$ cat src/rtl/ex_fwd_hazard_unit.sv
// Purpose : EX-stage operand forwarding plus hazard control. It tracks the
//           destination tags of in-flight instructions (EX, MEM, WB) and
//           produces registered forwarding selects, a load-use and HI/LO
//           (mult/div busy) stall, flush-aware bubble insertion and a
//           saturating stall counter.
// Latency : fwd_sel is registered and becomes valid in the cycle the ID
//           instruction occupies EX. stall is combinational from the ID
//           inputs and the tracked tags. mdu_busy and stall_cnt are
//           register-derived.
// Backpressure: stall holds PC and IF/ID and turns the EX slot into a
//           bubble. flush overrides any hazard: there is no stall, and a
//           bubble is inserted.
// Ports   : clk, reset (async, active-high);
//           id_valid, id_src, id_dst, id_regwrite, id_memread,
//           id_mdu_start, id_mdu_read, flush (ID-stage control in);
//           stall, fwd_sel, mdu_busy, stall_cnt (out).
// Option  : WB_HOLD_FWD_EN enables a third forwarding level (code 11) from
//           a WB-hold stage, for register files without write-first bypass.
module ex_fwd_hazard_unit #(
   parameter int REG_ADDR_W = 5,
   parameter int NUM_SRC    = 2,
   parameter int MDU_LAT    = 4,
   parameter int CNT_W      = 16
) (
   input  logic                           clk,
   input  logic                           reset,
   input  logic                           id_valid,
   input  logic [NUM_SRC*REG_ADDR_W-1:0]  id_src,
   input  logic [REG_ADDR_W-1:0]          id_dst,
   input  logic                           id_regwrite,
   input  logic                           id_memread,
   input  logic                           id_mdu_start,
   input  logic                           id_mdu_read,
   input  logic                           flush,
   output logic                           stall,
   output logic [NUM_SRC*2-1:0]           fwd_sel,
   output logic                           mdu_busy,
   output logic [CNT_W-1:0]               stall_cnt
);

   typedef struct packed {
      logic                  rw;
      logic                  ld;
      logic [REG_ADDR_W-1:0] dst;
   } tag_t;

   localparam logic [3:0]       MDU_LOAD = 4'(MDU_LAT);
   localparam logic [3:0]       MDU_ONE  = 4'd1;
   localparam logic [CNT_W-1:0] CNT_ONE  = CNT_W'(1);
   localparam logic [CNT_W-1:0] CNT_MAX  = {CNT_W{1'b1}};

   tag_t ex_t;
   tag_t mem_t;
   tag_t wb_t;
`ifdef WB_HOLD_FWD_EN
   tag_t hold_t;
`endif

   logic [3:0]           mdu_cnt;
   logic                 load_use;
   logic                 mdu_hz;
   logic                 issue;
   logic [NUM_SRC*2-1:0] fwd_raw;
   logic [NUM_SRC*2-1:0] fwd_nxt;

   // A tag only counts as a producer when it writes a non-zero register.
   function automatic logic match(input tag_t t, input logic [REG_ADDR_W-1:0] a);
      return t.rw && (t.dst != '0) && (t.dst == a);
   endfunction

   // Nearest in-flight producer wins. The select is computed while the
   // consumer is in ID, so a producer now in EX will be in MEM (EX/MEM
   // bypass) during the consumer's EX cycle. A producer now in MEM will be
   // in WB (MEM/WB bypass).
   always_comb begin
      load_use = 1'b0;
      fwd_raw  = '0;
      for (int i = 0; i < NUM_SRC; i++) begin
         if (ex_t.ld && match(ex_t, id_src[i*REG_ADDR_W +: REG_ADDR_W])) begin
            load_use = 1'b1;
         end
         if (match(ex_t, id_src[i*REG_ADDR_W +: REG_ADDR_W])) begin
            fwd_raw[i*2 +: 2] = 2'b01;
         end else if (match(mem_t, id_src[i*REG_ADDR_W +: REG_ADDR_W])) begin
            fwd_raw[i*2 +: 2] = 2'b10;
`ifdef WB_HOLD_FWD_EN
         end else if (match(wb_t, id_src[i*REG_ADDR_W +: REG_ADDR_W])) begin
            fwd_raw[i*2 +: 2] = 2'b11;
`endif
         end
      end
   end

   assign mdu_busy = (mdu_cnt != 4'd0);
   // A new launch while busy is held too, so an in-flight op is never overwritten.
   assign mdu_hz   = mdu_busy && (id_mdu_read || id_mdu_start);
   // flush dominates: a squashed instruction can never cause a stall.
   assign stall    = id_valid && !flush && (load_use || mdu_hz);
   assign issue    = id_valid && !flush && !stall;
   // Bubbles carry no operands, so their selects are forced to the regfile.
   assign fwd_nxt  = issue ? fwd_raw : '0;

   always_ff @(posedge clk or posedge reset) begin
      if (reset) begin
         ex_t    <= '0;
         mem_t   <= '0;
         wb_t    <= '0;
         fwd_sel <= '0;
      end else begin
         mem_t   <= ex_t;
         wb_t    <= mem_t;
         fwd_sel <= fwd_nxt;
         if (issue) begin
            ex_t.rw  <= id_regwrite;
            ex_t.ld  <= id_memread;
            ex_t.dst <= id_dst;
         end else begin
            ex_t <= '0;
         end
      end
   end

`ifdef WB_HOLD_FWD_EN
   // The tag of the result that the datapath holds for one cycle after WB.
   // It is the source of select code 11 during the consumer's EX cycle.
   always_ff @(posedge clk or posedge reset) begin
      if (reset) begin
         hold_t <= '0;
      end else begin
         hold_t <= wb_t;
      end
   end
`endif

   // The mult/div busy counter is launched only by an instruction that
   // actually issues. A later flush does not cancel an op that is already
   // in flight.
   always_ff @(posedge clk or posedge reset) begin
      if (reset) begin
         mdu_cnt <= 4'd0;
      end else if (issue && id_mdu_start) begin
         mdu_cnt <= MDU_LOAD;
      end else if (mdu_cnt != 4'd0) begin
         mdu_cnt <= mdu_cnt - MDU_ONE;
      end
   end

   // The stall counter saturates at all-ones. It does not wrap.
   always_ff @(posedge clk or posedge reset) begin
      if (reset) begin
         stall_cnt <= '0;
      end else if (stall && (stall_cnt != CNT_MAX)) begin
         stall_cnt <= stall_cnt + CNT_ONE;
      end
   end

   // These tag fields only trail the pipeline; no select reads them.
   logic unused_tags;
`ifdef WB_HOLD_FWD_EN
   assign unused_tags = ^{mem_t.ld, wb_t.ld, hold_t};
`else
   assign unused_tags = ^{mem_t.ld, wb_t};
`endif

endmodule

$ cat config.mk
export PLATFORM = sky130hd
export DESIGN_NAME = ex_fwd_hazard_unit
export DESIGN_NICKNAME = d
export VERILOG_FILES = /design/src/rtl/ex_fwd_hazard_unit.sv
export SDC_FILE = /design/constraint.sdc
export NUM_CORES = 1
export LEC_CHECK = 0
export CAP_MARGIN = 20
export CORE_ASPECT_RATIO = 0.5
export CORE_MARGIN = 8
export CORE_UTILIZATION = 52
export CTS_BUF_LIST = sky130_fd_sc_hd__clkbuf_8 sky130_fd_sc_hd__clkbuf_16
export CTS_CLUSTER_SIZE = 30
export DETAILED_ROUTE_END_ITERATION = 8
export GPL_TIMING_DRIVEN = 0
export MAX_ROUTING_LAYER = met4
export PLACE_DENSITY = 0.84
export SKIP_CTS_REPAIR_TIMING = 1
export SLEW_MARGIN = 20
export SYNTH_ARGS = -nofsm -noshare
export SYNTH_HDL_FRONTEND = slang
export SYNTH_SLANG_ARGS = --single-unit
$ cat constraint.sdc
create_clock -name clk -period 5.7 [get_ports clk]
set_clock_uncertainty 0.05 [all_clocks]
set_input_delay 1.14 -clock clk [delete_from_list [all_inputs] [get_ports clk]]
set_output_delay 1.14 -clock clk [all_outputs]
set_load 0.05 [all_outputs]
* Word-level counts from Yosys, hierarchy flattened
Cells that the tools add are included.
Word-level totals: flip-flop bits (word level) 37, bits in latches 0, memory bits (writable) 0, bits in read-only memories 0, bits of input ports 23, output and inout bits 22, logic and storage cells 47, memories 0
Operators by class: add/subtract/negate cells 2, multiply operators 0, div/mod/pow operators 0, $lt $le $gt $ge 0, eq/ne operators 5, shift-type cells 0, muxes and demuxes 10, bitwise logic cells 0, reduce and logical (&&, ||, !) cells 22
Operators with widths (count):
- $eq A5 B5 Y1 | 4
- $add A16 B1 Y16 const B | 1
- $ne A16 B16 Y1 const B | 1
- $logic_and A1 B1 Y1 | 14
- $mux W4 | 3
- $reduce_bool A5 Y1 | 2
- $mux W2 | 4
- $mux W7 | 1
- $reduce_bool A4 Y1 | 1
- $sub A4 B1 Y4 const B | 1
- $logic_not A1 Y1 | 2
- $logic_or A1 B1 Y1 | 2
- $mux W1 | 2
- $reduce_bool A2 Y1 | 1

* Longest topological paths before layout
Gate-level depths: netlist of run 1.
depth after elaboration 12, depth in mapped cells 9, depth with buffers taken out 8

* Worst setup path after synthesis of run 1
Ideal clock, no wire load.
path kind input to output, from in id_src[3], to out stall, arrival 2337 ps, required time 4510 ps, path slack 2173 ps, stages 5, buffers on the path 0, cells stage by stage xor2_1 -> nor3_1 -> nand3_1 -> a21oi_2 -> o21a_1
On the way: longest elaborated chain between the ends 7
Ends and longest elaborated chain:
- start, declared | line 28 | input logic [NUM_SRC*REG_ADDR_W-1:0] id_src,
- $eq A5 B5 Y1 | line 68 | return t.rw && (t.dst != '0) && (t.dst == a);
- $logic_and A1 B1 Y1 | line 68
- $logic_and A1 B1 Y1 | line 79 | if (ex_t.ld && match(ex_t, id_src[i*REG_ADDR_W +: REG_ADDR_W])) begin
- $mux W1 (2 in series) | line 79
- $logic_or A1 B1 Y1 | line 98 | assign stall = id_valid && !flush && (load_use || mdu_hz);
- $logic_and A1 B1 Y1 | line 98
- end, declared | line 35 | output logic stall,
Every way passes these cells.

* Final worst setup path of run 1
from in id_src[8], to out stall
On the way: longest elaborated chain between the ends 6
Ends and longest elaborated chain (line):
- $eq A5 B5 Y1 | 68
- $logic_and A1 B1 Y1 | 68
- $logic_and A1 B1 Y1 | 79
- $mux W1 | 79
- $logic_or A1 B1 Y1 | 98
- $logic_and A1 B1 Y1 | 98
Every way passes these cells.

==> results.yml, run 1 <==
critical_path:
  cpPeakStageDelay_ns: 0.82
  cpMaxStageDelayCell: "clkdlybuf4s50_1"
  end_kind: "output pin"
  cp_common_cell: "clkdlybuf4s50_1"
  arrival_ns: 3.60
  critical_path_peak_fanout: 6
  crit_required_ns: 4.51
  path_cells: "clkdlybuf4s50_1 > xor2_1 > nor3_1 > nand3_1 > a21oi_2 > o21a_1 > clkdlybuf4s50_1"
  critPathLaunchType: "input pin"
  critPathKind: "in2out"
  crit_family: "buffers and inverters"
  critPathBufInv: 2
cts:
  insertion_delay_ns: 0.30
  clkSlewWorstSetupHoldPaths_ns: 0.08
  cts_tree: "done"
  cts.sinks: 37
  numCtsBuffers: 5
  clockBufferDepth: 2
  cts_max_level: 2
  clock-root-buffer: "clkbuf_8"
placement:
  globalplace.congestion: 0.960
  io_buffers: 44
  place_inst: 244
  dp_hpwl_mm: 3.46
global_routing:
  antenna_found_initial: 0
  grt_pass1_wl_mm: 7.26
  grt_usage_pct: 17.1
  grt-ovfl-total: 0
  grt_pass1_vias: 1476
  grt_max_degree: 38
synth:
  synth.area.top_cells: "dfrtp_1, xnor2_1, xor2_1"
  yosysTopAreaCellShare_pct: 52.8
  syn-num-nets: 184
  netlist_area_mm2: 0.00175
  ys.flop_type: "dfrtp_1"
  yosys_warnings: 0
  yosys.area.top_type: "dfrtp_1"
  avgSynthCellArea_um2: 11.1
  synth_edf_count: 0
  seq_area_frac_synth_pct: 52.8
  syn_inst: 158
  synthArstFlopShare_pct: 100
  synth_cell_type_count: 30
  ys_seq_elements: 37
detailed_routing:
  first_iter_violations: 73
  via_count: 1403
  via_per_inst: 5.57
  antenna_left: 0
  wl_per_cell_um: 17.4
  routed_wl_mm: 4.39
  first_pass_iters: 4
  drc: 0
floorplan:
  start_util_pct: 52.8
  pin_count: 45
  dieArea_mm2: 0.00560
  die_h_um: 57.1
  core_mm2: 0.00332
  die_w_um: 98.1
  num_rows: 15
power_and_ir_drop:
  max-vdd-ir-drop_v: 0.000183
  switching_power_uw: 286
  clkPwrFrac_pct: 28.1
  powerDensity_mw_per_mm2: 344
  total_power_uw: 813
  swShare_pct: 35.2
  p_leak_nw: 1.03
  combPwrFrac_pct: 29.9
  p_int_uw: 527
  pwr-share-seq_pct: 42.0
sta:
  drv_slew: 0
  setup_tns_ns: 0
  hold_viol: 0
  setup_viol: 0
  slew_headroom_pct: 49.5
  fin_crit_sh_pct: 84.1
  max_freq_mhz: 209
  tightest_slew_ns: 0.756
  fin_crit_ns: 4.79
  rsz0062_at_grt: "false"
final_layout:
  ff_latch_area_um2: 926
  multiInputGateArea_um2: 802
  drive_above_1_share_pct: 7.14
  instances_no_fill: 252
  syn_to_final_growth_pct: 34.7
  nNetsFinal: 235
  fillers: 238
  n_antenna_cell: 0
run:
  maxCapViolations: 0
outcome:
  status: "finished clean"
hold_path:
  min_path_type: "reg2reg"
[synthesized netlist by cell type (2+ instances only)]
library cell and number:
dfrtp_1 37, xnor2_1 21, xor2_1 13, nand4_1 10, nand2_1 9, nand3_1 9
nor2_1 9, and2_1 8, nor3_1 5, a21oi_1 4, inv_1 4, and3_1 3
ha_1 3, o21a_1 3, o21ai_0 3, nor4_1 2, or4_1 2
[sequential cells by signal, summed over array words and instances (netlist names)]
register	cells
mem_t	6
ex_t	7
stall_cnt	16
fwd_sel	4
mdu_cnt	4
[power groups by stage]
stage / logic, mW / clock network, mW / registers, mW
finish: 0.243 / 0.229 / 0.342
global placement: 0.227 / 0 / 0.339
floorplan: 0.103 / 0 / 0.391
global route: 0.258 / 0.241 / 0.348
CTS: 0.244 / 0.230 / 0.340
detailed placement: 0.243 / 0 / 0.345
[path summary, 6_finish.rpt]
path	cells after the start	slack [ns]	to	start
setup / recovery	7	0.91	stall	id_src[8]
hold / removal	0	0.34	mem_t[6]	ex_t[6]
setup reg to reg	8	3.36	stall_cnt[15]	ex_t[0]
hold reg to reg	0	0.34	mem_t[6]	ex_t[6]
max in group asynchronous	2	3.87	mem_t[1]	reset
min in group asynchronous	2	1.24	ex_t[6]	reset
[kinds of logic (layout without fill, tap and decap cells)]
| group | count (synthesis) | in the layout | synth area share, % |
|---|---|---|---|
| muxes | 2 | 2 | 1.28 |
| DFF | 37 | 37 | 52.8 |
| AOI/OAI and AO/OA | 13 | 13 | 5.35 |
| buffers and inverters | 5 | 57 | 1.50 |
| xor gates and xnor gates | 34 | 34 | 17.0 |
| adders and majority gates | 3 | 3 | 2.14 |
| and+or+nand+nor | 64 | 64 | 20.0 |
[layout by cell type, fill, tap and decap left out, drive strengths merged]
| cell type | n |
|---|---|
| a21oi | 5 |
| and2b | 1 |
| mux2 | 2 |
| and3 | 3 |
| or3 | 1 |
| xor2 | 13 |
| or4 | 2 |
| nand3 | 9 |
| ha | 3 |
| nor2 | 9 |
| o21ai | 3 |
| nand2b | 1 |
| a21o | 1 |
| bufinv | 1 |
| nand2 | 9 |
| o221a | 1 |
| clkinvlp | 1 |
| xnor2 | 21 |
| nor3 | 5 |
| and2 | 9 |
| clkinv | 1 |
| clkbuf | 5 |
| nand3b | 1 |
| inv | 4 |
| o21a | 3 |
| buf | 1 |
| clkdlybuf4s50 | 44 |
| nor4 | 2 |
| nor2b | 1 |
| nand4 | 11 |
| dfrtp | 37 |
[cell type report]
| type | instances | share of cell area (%) |
|---|---|---|
| tap | 42 | 2.22 |
| multi-input combinational | 116 | 34.0 |
| timing repair buffer | 44 | 18.6 |
| buffer | 1 | 0.477 |
| clock inverter | 3 | 1.96 |
| sequential | 37 | 39.2 |
| clock buffer | 5 | 2.91 |
| inverter | 4 | 0.636 |
[through the flow]
stage	hold WS [ns]	area (um2)	worst slack, ns	util [%]
global route	0.349	2360	0.839	71.1
floorplan	0.304	1750	2.17	-
global placement	0.314	2250	1.06	67.6
detailed placement	0.322	2250	0.987	67.6
finish	0.335	2360	0.909	71.1
CTS	0.339	2360	0.916	71.1
[per-layer routing]
layer  up-vias  track usage [%]  part of all wire (%)
li1        642                -                     -
met1       697             20.7                    45
met2        52             25.4                    47
met3        12             5.33                   5.3
met4         0             9.07                   2.5
met5         -                -                     0
(Power assumes the default switching activity.)
==> run 2, diff against run 1 <==
- CORE_UTILIZATION: 52 -> 48
- PLACE_DENSITY: 0.84 -> 0.79
- clock period: 5.7 -> 4.94 ns (I/O delays scaled with it)
==> run 2 against run 1 <==
Critical path depth did not move; via count fell by 7.7%; cell count rose by 3.6%; critical endpoint unchanged; clock power fell by 3%; count of clock-buffer cells in the layout rose by 1; sequential share of layout area rose by 0.13 points; non-clock buffer count did not move; first-iteration DRC count fell by 52%; highest routed layer unchanged; sequential cell count did not move; setup slack got worse by 0.39 ns; sequential power rose by 14%; routed wire length fell by 16%; largest power group unchanged.
==> results.yml, run 2 (synthesized netlist as in run 1, its figures left out) <==
outcome:
  status: "finished clean"
hold_path:
  min_path_type: "reg2reg"
  hold_path_startpoint: "ex_t[6]"
  min_to: "mem_t[6]"
  hold_depth: 0
floorplan:
  core_mm2: 0.00347
  die_h_um: 58.7
  num_rows: 15
  die_w_um: 101
  pin_count: 45
  start_util_pct: 50.5
  dieArea_mm2: 0.00596
critical_path:
  rr_startpoint: "ex_t[3]"
  r2r_end: "stall_cnt[15]"
  rrSetupSlack_ns: 2.65
  critPathBufInv: 2
  cp_common_cell: "clkdlybuf4s50_1"
  end_kind: "output pin"
  path_cells: "clkdlybuf4s50_1 > xor2_1 > nor3_1 > nand3_1 > a21oi_2 > o21a_1 > clkdlybuf4s50_1"
  critical_path_peak_fanout: 6
  critPathKind: "in2out"
  crit_required_ns: 3.90
  cpPeakStageDelay_ns: 0.80
  cpMaxStageDelayCell: "clkdlybuf4s50_1"
  arrival_ns: 3.38
  crit_family: "buffers and inverters"
  reg2regPathDepth: 8
  critPathLaunchType: "input pin"
detailed_routing:
  routed_wl_mm: 3.70
  via_count: 1295
  drc: 0
  via_per_inst: 4.96
  first_iter_violations: 35
  antenna_left: 0
  wl_per_cell_um: 14.2
  first_pass_iters: 4
global_routing:
  antenna_found_initial: 0
  grt-ovfl-total: 0
  grtUsageMet2_pct: 23.6
  grt_usage_pct: 14.0
  gr-max-usage-layer: "met2"
  grt_max_degree: 38
  use_met1_pct: 15.1
  grt_pass1_wl_mm: 6.30
  met3_usage_pct: 4.47
  grt_pass1_vias: 1361
final_layout:
  largestRegisters: "stall_cnt: 16 flops, ex_t: 7 flops, mem_t: 6 flops"
  instances_no_fill: 261
  final_common_cell: "clkdlybuf4s50_1"
  largest_register: "stall_cnt"
  drive_above_1_share_pct: 7.14
  nNetsFinal: 235
  n_antenna_cell: 0
  syn_to_final_growth_pct: 34.2
  fillers: 282
  final_cell_mix: "clkdlybuf4s50_1, dfrtp_1, xnor2_1, xor2_1, nand4_1"
  finalInstanceArea_mm2: 0.00235
  largest_reg_flops: 16
cts:
  clkSlewWorstSetupHoldPaths_ns: 0.07
  clockBufferDepth: 2
  clock-root-buffer: "clkbuf_8"
  cts.sinks: 37
  numCtsBuffers: 5
  insertion_delay_ns: 0.29
  cts_max_level: 2
  cts_tree: "done"
power_and_ir_drop:
  p_leak_nw: 1.03
  max-vdd-ir-drop_v: 0.000232
  powerDensity_mw_per_mm2: 374
  total_power_uw: 880
placement:
  place_inst: 253
  dpl-instance-area_mm2: 0.00226
  io_buffers: 44
  dp_hpwl_mm: 2.88
  globalplace.congestion: 0.877
sta:
  fin_crit_ns: 4.42
  hold_viol: 0
  rsz0062_at_grt: "false"
  max_freq_mhz: 226
  tightest_slew_ns: 0.769
  setup_viol: 0
  fin_crit_sh_pct: 89.5
  setup_tns_ns: 0
  slew_headroom_pct: 48.7
  hold_slack_ns: 0.331
  drv_slew: 0
run:
  maxCapViolations: 0
## run 2: cell types whose count changed in the layout (fill, tap and decap cells not counted)
cell | previous run | this run
bufinv_16 | 1 | 0
clkbuf_8 | 5 | 6
clkinv_2 | 0 | 1
clkinvlp_4 | 1 | 0
## run 2: worst max-delay path by stage
stage / startpoint / endpoint / slack (ns) / depth (start not counted)
finish: id_src[3] / stall / 0.52 / 7
global route: id_src[5] / stall / 0.36 / 7
CTS: id_src[3] / stall / 0.51 / 7
detailed placement: id_src[1] / stall / 0.52 / 7
global placement: id_src[3] / stall / 0.56 / 7
floorplan: id_src[3] / stall / 1.72 / 5
## run 2: cell type report
cell class,instances,area (um2),share of cell area (%)
clock buffer,6,82.6,3.51
inverter,4,15.0,0.638
buffer,1,11.3,0.478
sequential,37,926,39.3
tap,51,63.8,2.71
multi-input combinational,116,802,34.1
timing repair buffer,44,440,18.7
clock inverter,2,13.8,0.584
## run 2: metrics by stage
step	utilization [%]	worst slack, ns
3_3_place_gp	65.0	0.559
3_5_place_dp	65.0	0.523
6_report	67.8	0.520
2_1_floorplan	-	1.72
4_1_cts	67.8	0.514
5_1_grt	67.8	0.364
## run 2: power by group
group	switching [mW]	internal (mW)
clock	0.108	0.113
combinational	0.158	0.112
sequential	0.0455	0.344
## run 2: layer usage
layer  part of all wire [%]  vias up  routed length (um)
met5                      0        -                   0
met4                    1.2        0                  46
met2                     50       24                1850
met3                    4.8        5                 179
met1                     44      626                1630
li1                       -      640                   -
